## src/rtl/p2s_frame_shifter.sv

```systemverilog
// Parallel-to-serial frame shifter for a 74HC595-style external chain.
// Each frame is a clear pulse followed by DATA_BITS s_clk cycles, then a one-cycle finish pulse.
module p2s_frame_shifter #(
  parameter int P_CLK_FREQ  = 25,
  parameter int S_CLK_FREQ  = 20,
  parameter int DATA_BITS   = 16,
  parameter int CODE_ENDIAN = 1
) (
  input  logic                 clk,
  input  logic                 rst_n,
  input  logic [DATA_BITS-1:0] data,
  input  logic                 start,
  output logic                 busy,
  output logic                 finish,
  output logic                 s_clk,
  output logic                 s_clr,
  output logic                 s_dat
);

  localparam int HRAW = P_CLK_FREQ / (2 * S_CLK_FREQ);
  localparam int H    = (HRAW < 1) ? 1 : HRAW;
  localparam int DW   = (H > 1) ? $clog2(H) : 1;
  localparam int CW   = $clog2(DATA_BITS);

  typedef enum logic [2:0] {IDLE, CLEAR, SHIFT_LO, SHIFT_HI, DONE} state_t;

  state_t               state, nxt;
  logic [DW-1:0]        div, div_d;
  logic [CW-1:0]        cnt, cnt_d;
  logic [DATA_BITS-1:0] sreg, sreg_d;
  logic                 clr_ph, clr_ph_d;
  logic                 tick, cur_bit;

  assign tick = (div == DW'(H - 1));

  always_comb begin
    nxt      = state;
    div_d    = div;
    cnt_d    = cnt;
    sreg_d   = sreg;
    clr_ph_d = clr_ph;
    if (state != IDLE) div_d = tick ? '0 : div + DW'(1);
    case (state)
      IDLE: begin
        if (start) begin
          nxt      = CLEAR;
          sreg_d   = data;
          cnt_d    = '0;
          div_d    = '0;
          clr_ph_d = 1'b0;
        end
      end
      // clr_ph marks the second tick so CLEAR spans two half-periods
      CLEAR: begin
        if (tick) begin
          clr_ph_d = 1'b1;
          if (clr_ph) nxt = SHIFT_LO;
        end
      end
      SHIFT_LO: begin
        if (tick) nxt = SHIFT_HI;
      end
      SHIFT_HI: begin
        if (tick) begin
          sreg_d = (CODE_ENDIAN != 0) ? (sreg << 1) : (sreg >> 1);
          cnt_d  = cnt + CW'(1);
          nxt    = (cnt == CW'(DATA_BITS - 1)) ? DONE : SHIFT_LO;
        end
      end
      DONE: begin
        nxt   = IDLE;
        div_d = '0;
      end
      default: nxt = IDLE;
    endcase
    cur_bit = (CODE_ENDIAN != 0) ? sreg_d[DATA_BITS-1] : sreg_d[0];
  end

  // Outputs are registered from the next state so they line up with the state register.
  always_ff @(posedge clk or negedge rst_n) begin
    if (!rst_n) begin
      state  <= IDLE;
      div    <= '0;
      cnt    <= '0;
      sreg   <= '0;
      clr_ph <= 1'b0;
      busy   <= 1'b0;
      finish <= 1'b0;
      s_clk  <= 1'b0;
      s_clr  <= 1'b0;
      s_dat  <= 1'b0;
    end else begin
      state  <= nxt;
      div    <= div_d;
      cnt    <= cnt_d;
      sreg   <= sreg_d;
      clr_ph <= clr_ph_d;
      busy   <= (nxt == CLEAR) || (nxt == SHIFT_LO) || (nxt == SHIFT_HI);
      finish <= (nxt == DONE);
      s_clk  <= (nxt == SHIFT_HI);
      s_clr  <= (nxt == CLEAR);
      s_dat  <= ((nxt == SHIFT_LO) || (nxt == SHIFT_HI)) ? cur_bit : 1'b0;
    end
  end

endmodule
```

## config.mk

```make
export PLATFORM = sky130hd
export DESIGN_NAME = p2s_frame_shifter
export DESIGN_NICKNAME = d
export VERILOG_FILES = /design/src/rtl/p2s_frame_shifter.sv
export SDC_FILE = /design/constraint.sdc
export NUM_CORES = 1
export LEC_CHECK = 0
export ABC_AREA = 1
export BUFFER_PORTS_ARGS = -buffer_cell sky130_fd_sc_hd__buf_2
export CORE_AREA = 2 2 73 75
export DETAILED_ROUTE_END_ITERATION = 8
export DIE_AREA = 0 0 75 77
export PLACE_DENSITY = 0.47
export RECOVER_POWER = 100
export SKIP_CTS_REPAIR_TIMING = 1
export SLEW_MARGIN = 20
export SYNTH_ARGS = -nofsm -noshare
export SYNTH_HDL_FRONTEND = slang
export SYNTH_SLANG_ARGS = --single-unit
export TNS_END_PERCENT = 10
```

## constraint.sdc

```tcl
create_clock -name clk -period 2.78 [get_ports clk]
set_clock_uncertainty 0.2 [all_clocks]
set_input_delay 0.139 -clock clk [delete_from_list [all_inputs] [get_ports clk]]
set_output_delay 0.139 -clock clk [all_outputs]
set_load 0.01 [all_outputs]
```

; Yosys cells after proc, flatten, opt, wreduce, memory -nomap -nowiden
; Index checks and enable logic that the tools add are counted.
[classes]
addsub = 2
eq_ne = 12
muxes = 21
reduce_logical = 9
[op_table]
columns = op, count
row1 = 2-to-1 mux 16 bit, 2
row2 = one-hot mux 16 bit (2 select lines), 1
row3 = 2-to-1 mux 3 bit, 6
row4 = == test 3 x 2 -> 1 bit (second input constant), 4
row5 = one-hot mux 3 bit (4 select lines), 1
row6 = 2-to-1 mux 4 bit, 2
row7 = one-hot mux 4 bit (2 select lines), 1
row8 = == test 3 x 1 -> 1 bit (second input constant), 2
row9 = == test 3 bit (second input constant), 2
row10 = 2-to-1 mux 1 bit, 6
row11 = inequality test 2 bit (second input constant), 3
row12 = AND reduction 3 bit, 2
row13 = adder 4 x 1 -> 4 bit (second input constant), 1
row14 = == test 4 bit (second input constant), 1
row15 = one-hot mux 1 bit (2 select lines), 2
row16 = nonzero test 2 bit, 2
row17 = logical NOT 3 bit, 1
row18 = logical OR 1 bit, 3
row19 = nonzero test 3 bit, 1
row20 = adder 1 bit (second input constant), 1
[totals]
ff_bits = 30
inputBits = 19
out_inout_bits = 5
wordCells = 55

; Longest topological paths before layout
[logic_depth]
depth_word = 7
depth_mapped = 8
mapped_depth_nobuf = 7

; Worst setup path after synthesis
; No wires, ideal clock.
[synth_timing]
kind = register to register
startpoint = register state[2]
endpoint = register sreg[10]
arrival_time_ns = 1.047
path_slack_ns = 1.411
stages_incl_launch_ff = 8
synth_period_minus_slack_ns = 1.369
path_cell_list = dfrtp_1 -> inv_1 -> nand2_1 -> nor2_1 -> nand2_1 -> buf_2 -> nand3_1 -> nand3_2
[synth_via]
elab_chain_len = 3
word_cells_on_any_way = 7
[synth_lines]
columns = item, line_no
row1 = "start, declared", 27  ; state_t state, nxt;
row2 = "start signal, assigned", 93  ; state <= nxt;
row3 = == test 3 x 2 -> 1 bit / logical NOT 3 bit (equally long branches), 43  ; case (state)
row4 = inequality test 2 bit (no line) / nonzero test 2 bit (equally long branches), --
row5 = AND reduction 3 bit (no line), --
row6 = "end signal, assigned", 96  ; sreg <= sreg_d;
row7 = "end, declared", 30  ; logic [DATA_BITS-1:0] sreg, sreg_d;
; Several ways; a longest one is shown, not always the timed one.
; A chain may end at the register's enable or synchronous reset.

; Final worst setup path
[layout_timing]
startpoint = register state[1]
endpoint = register sreg[12]
; The elaborated chain is that of the path after synthesis.

==> out/metrics.csv <==
stage,metric,value,unit
timing,tns,0,ps
timing,min_period_over_period,0.712,
power,p_int,0.00104,W
critical_path,critPathMaxStageDelay,770,ps
hold_path,hp-class,primary input to register,
outcome,status,"finished, violations left",
timing,hold_slack,23.6,ps
critical_path,critPathCaptureType,register,
cells_and_area,regArea,751,um^2
power,p_sw_frac,0.391,
route,final_antenna_net_count,0,
critical_path,critical-path-top-delay-family,simple AND/OR/NAND/NOR gates,
floorplanning,coreArea,4980,um^2
route,drtIter0Drc,67,
cells_and_area,fin_util,0.365,
yosys,synth_cell_types,19,
route,viasPerCell,4.38,
floorplanning,die_w,75,um
clock_tree,h-tree-depth,2,
timing,setup_viol,0,
yosys,ys_warn_count,0,
timing,hold_viol_final,0,
power,seqPwrFrac,0.421,
global_routing,overflow,0,
yosys,synth-seq-cells,30,
critical_path,critPathMaxFanout,16,
yosys,synth_edf_count,0,
placement,io_buffers,23,
cells_and_area,fillers,532,
global_routing,antenna_found_initial,0,
placement,dp_hpwl,1880,um
clock_tree,max-clock-path-buffers,2,
critical_path,arrival,2000,ps
clock_tree,cts.sinks,30,
power,clkPwrFrac,0.212,
yosys,syn-cell-area,1440,um^2
cells_and_area,multi_input_area,562,um^2
critical_path,crit_chain,nor2_1 -> nand2_1 -> nor2_1 -> nand2_1 -> nand3_2,
placement,dp_cells,254,
timing,worstMarginPinSlew,1610,ps
timing,relSlewSlack,-0.0736,
global_routing,grt_max_degree,31,
yosys,yosysTopAreaCellShare,0.521,
global_routing,grt_use_total,0.112,
critical_path,startpoint_type,register,
flow_run,cap_viol_max_count,1,
power,combinationalPowerShare,0.367,
yosys,synth_top_area_cell,dfrtp_1,
yosys,synth_commonest_cells,"nand2_1, nand3_1, dfrtp_1",
critical_path,worstPathRequired,2800,ps
clock_tree,cts_buffers,5,
route,drc_errors,0,
clock_tree,clock_latency,280,ps
floorplanning,die_height,77,um
critical_path,path_buf_inv,0,
outcome,violations,"max-capacitance violations, max-slew violations",
global_routing,grt_pass1_wl,4910,um
cells_and_area,areaGrowthSynthToFinish,26.1,%
yosys,yosysSeqAreaShare,0.521,
yosys,syn-mean-instance-area,8.62,um^2
yosys,syn_nets,187,
critical_path,crit_slowest_cell,nor2_1,
yosys,synthTopCellsByArea,"dfrtp_1, nand2_1, nand3_1",
floorplanning,dieArea,5780,um^2
cells_and_area,drive_gt1_frac,0.153,
timing,max_freq,505,MHz
cells_and_area,diodes,0,
power,p_sw,0.000667,W
clock_tree,cts_tree,yes,
clock_tree,cts_root_buffer,clkbuf_8,
cells_and_area,nNetsFinal,228,
power,power.leakage,0.922,nW
cells_and_area,layout.cells.non_filler,279,
floorplanning,io_pins,24,
route,finalWirelength,2950,um
clock_tree,cts.clk_slew.worst_paths,60,ps
yosys,synthMostInstantiatedCell,nand2_1,
route,vias,1223,
power,vdd_drop_max,0.409,mV
yosys,synthArstFlopShare,1.00,
placement,placed_cell_area,1580,um^2
timing,drv_slew,31,
yosys,synthFlopType,dfrtp_1,
placement,gp_congestion,0.723,
route,first_pass_iters,4,
route,routedWlPerCell,10.6,um
power,power_per_cell_area,940,nW/um^2
timing,min_period,1980,ps
timing,rsz0062_at_grt,false,
floorplanning,fp-row-count,26,
critical_path,crit_type,register to register,
floorplanning,start_util,0.289,
cells_and_area,final_cell_area,1820,um^2
global_routing,grt_pass1_vias,1089,
yosys,syn_inst,167,
cells in the final DEF (no fill, tap or decap):
master	netlist	final
ha_1	1	1
inv_1	10	10
inv_6	1	1
nand2_4	1	1
nand4_1	3	3
o21ai_0	1	2
xnor2_1	1	1
nor2_1	9	11
nand3_2	6	6
nor3_1	1	1
clkinv_2	0	1
clkbuf_1	0	7
clkbuf_8	2	6
dfrtp_1	30	30
dlygate4sd3_1	0	17
nand2_1	61	61
buf_2	1	17
nand3_1	33	33
worst paths after layout:
path | to | start | cells after the start | slack (ps)
min reg2reg | sreg[1]$_DFFE_PN0P_ | sreg[0]$_DFFE_PN0P_ | 2 | 290
min | sreg[15]$_DFF_PN0_ | data[15] | 5 | 20
max reg2reg | sreg[12]$_DFFE_PN0P_ | state[1]$_DFF_PN0_ | 5 | 800
max | sreg[12]$_DFFE_PN0P_ | state[1]$_DFF_PN0_ | 5 | 800
min in group asynchronous | sreg[15]$_DFF_PN0_ | rst_n | 2 | 600
max in group asynchronous | sreg[7]$_DFFE_PN0P_ | rst_n | 2 | 850
flip-flops by register name, indices dropped and copies added (netlist names):
name / flops
finish: 1
state: 3
sreg: 16
cnt: 4
s_clr: 1
busy: 1
s_clk: 1
clr_ph: 1
s_dat: 1
div: 1
stage by stage:
stage / total power (W) / setup slack (ps)
global route: 0.00188 / 483
detailed placement: 0.00137 / 912
finish: 0.00171 / 801
global placement: 0.00138 / 957
CTS: 0.00174 / 909
floorplan: 0.00127 / 1410
cells by family (layout without fill, tap and decap cells):
kind of cell             after synthesis  after routing  synth area share
AO/OA/AOI/OAI                          2              2           0.00955
XOR/XNOR                               1              1           0.00608
adder cells (fa/ha/maj)                1              1           0.00869
buffers and inverters                 17             59            0.0756
flip-flops                            30             30             0.521
AND/OR/NAND/NOR                      116            116             0.379
final cells by class:
| class | count | area share |
|---|---|---|
| timing repair buffer | 40 | 0.153 |
| sequential | 30 | 0.414 |
| tap | 70 | 0.0482 |
| clock buffer | 7 | 0.0476 |
| inverter | 11 | 0.0255 |
| multi-input combinational | 120 | 0.309 |
| clock inverter | 1 | 0.00276 |
tightest hold or removal path, cell delays in order:
cell	delay [ps]
buf_2	80
nand2_1	40
nand2_1	60
nand2_1	50
nand3_1	100
per-layer routing:
metal,GRT usage,vias up,part of all wire
li1,-,616,-
met1,0.144,565,0.49
met2,0.167,36,0.44
met3,0.0381,6,0.053
met4,0.0482,0,0.014
met5,0,-,0
power by group through the flow:
stage	Combinational (W)	Sequential, W	Clock (W)
after floorplan	0.000555	0.000715	0
after global placement	0.000653	0.000727	0
after detailed placement	0.000649	0.000723	0
after CTS	0.000648	0.000718	0.000372
after global routing	0.000739	0.000741	0.000401
final	0.000626	0.000719	0.000362
(Power assumes the default switching activity.)
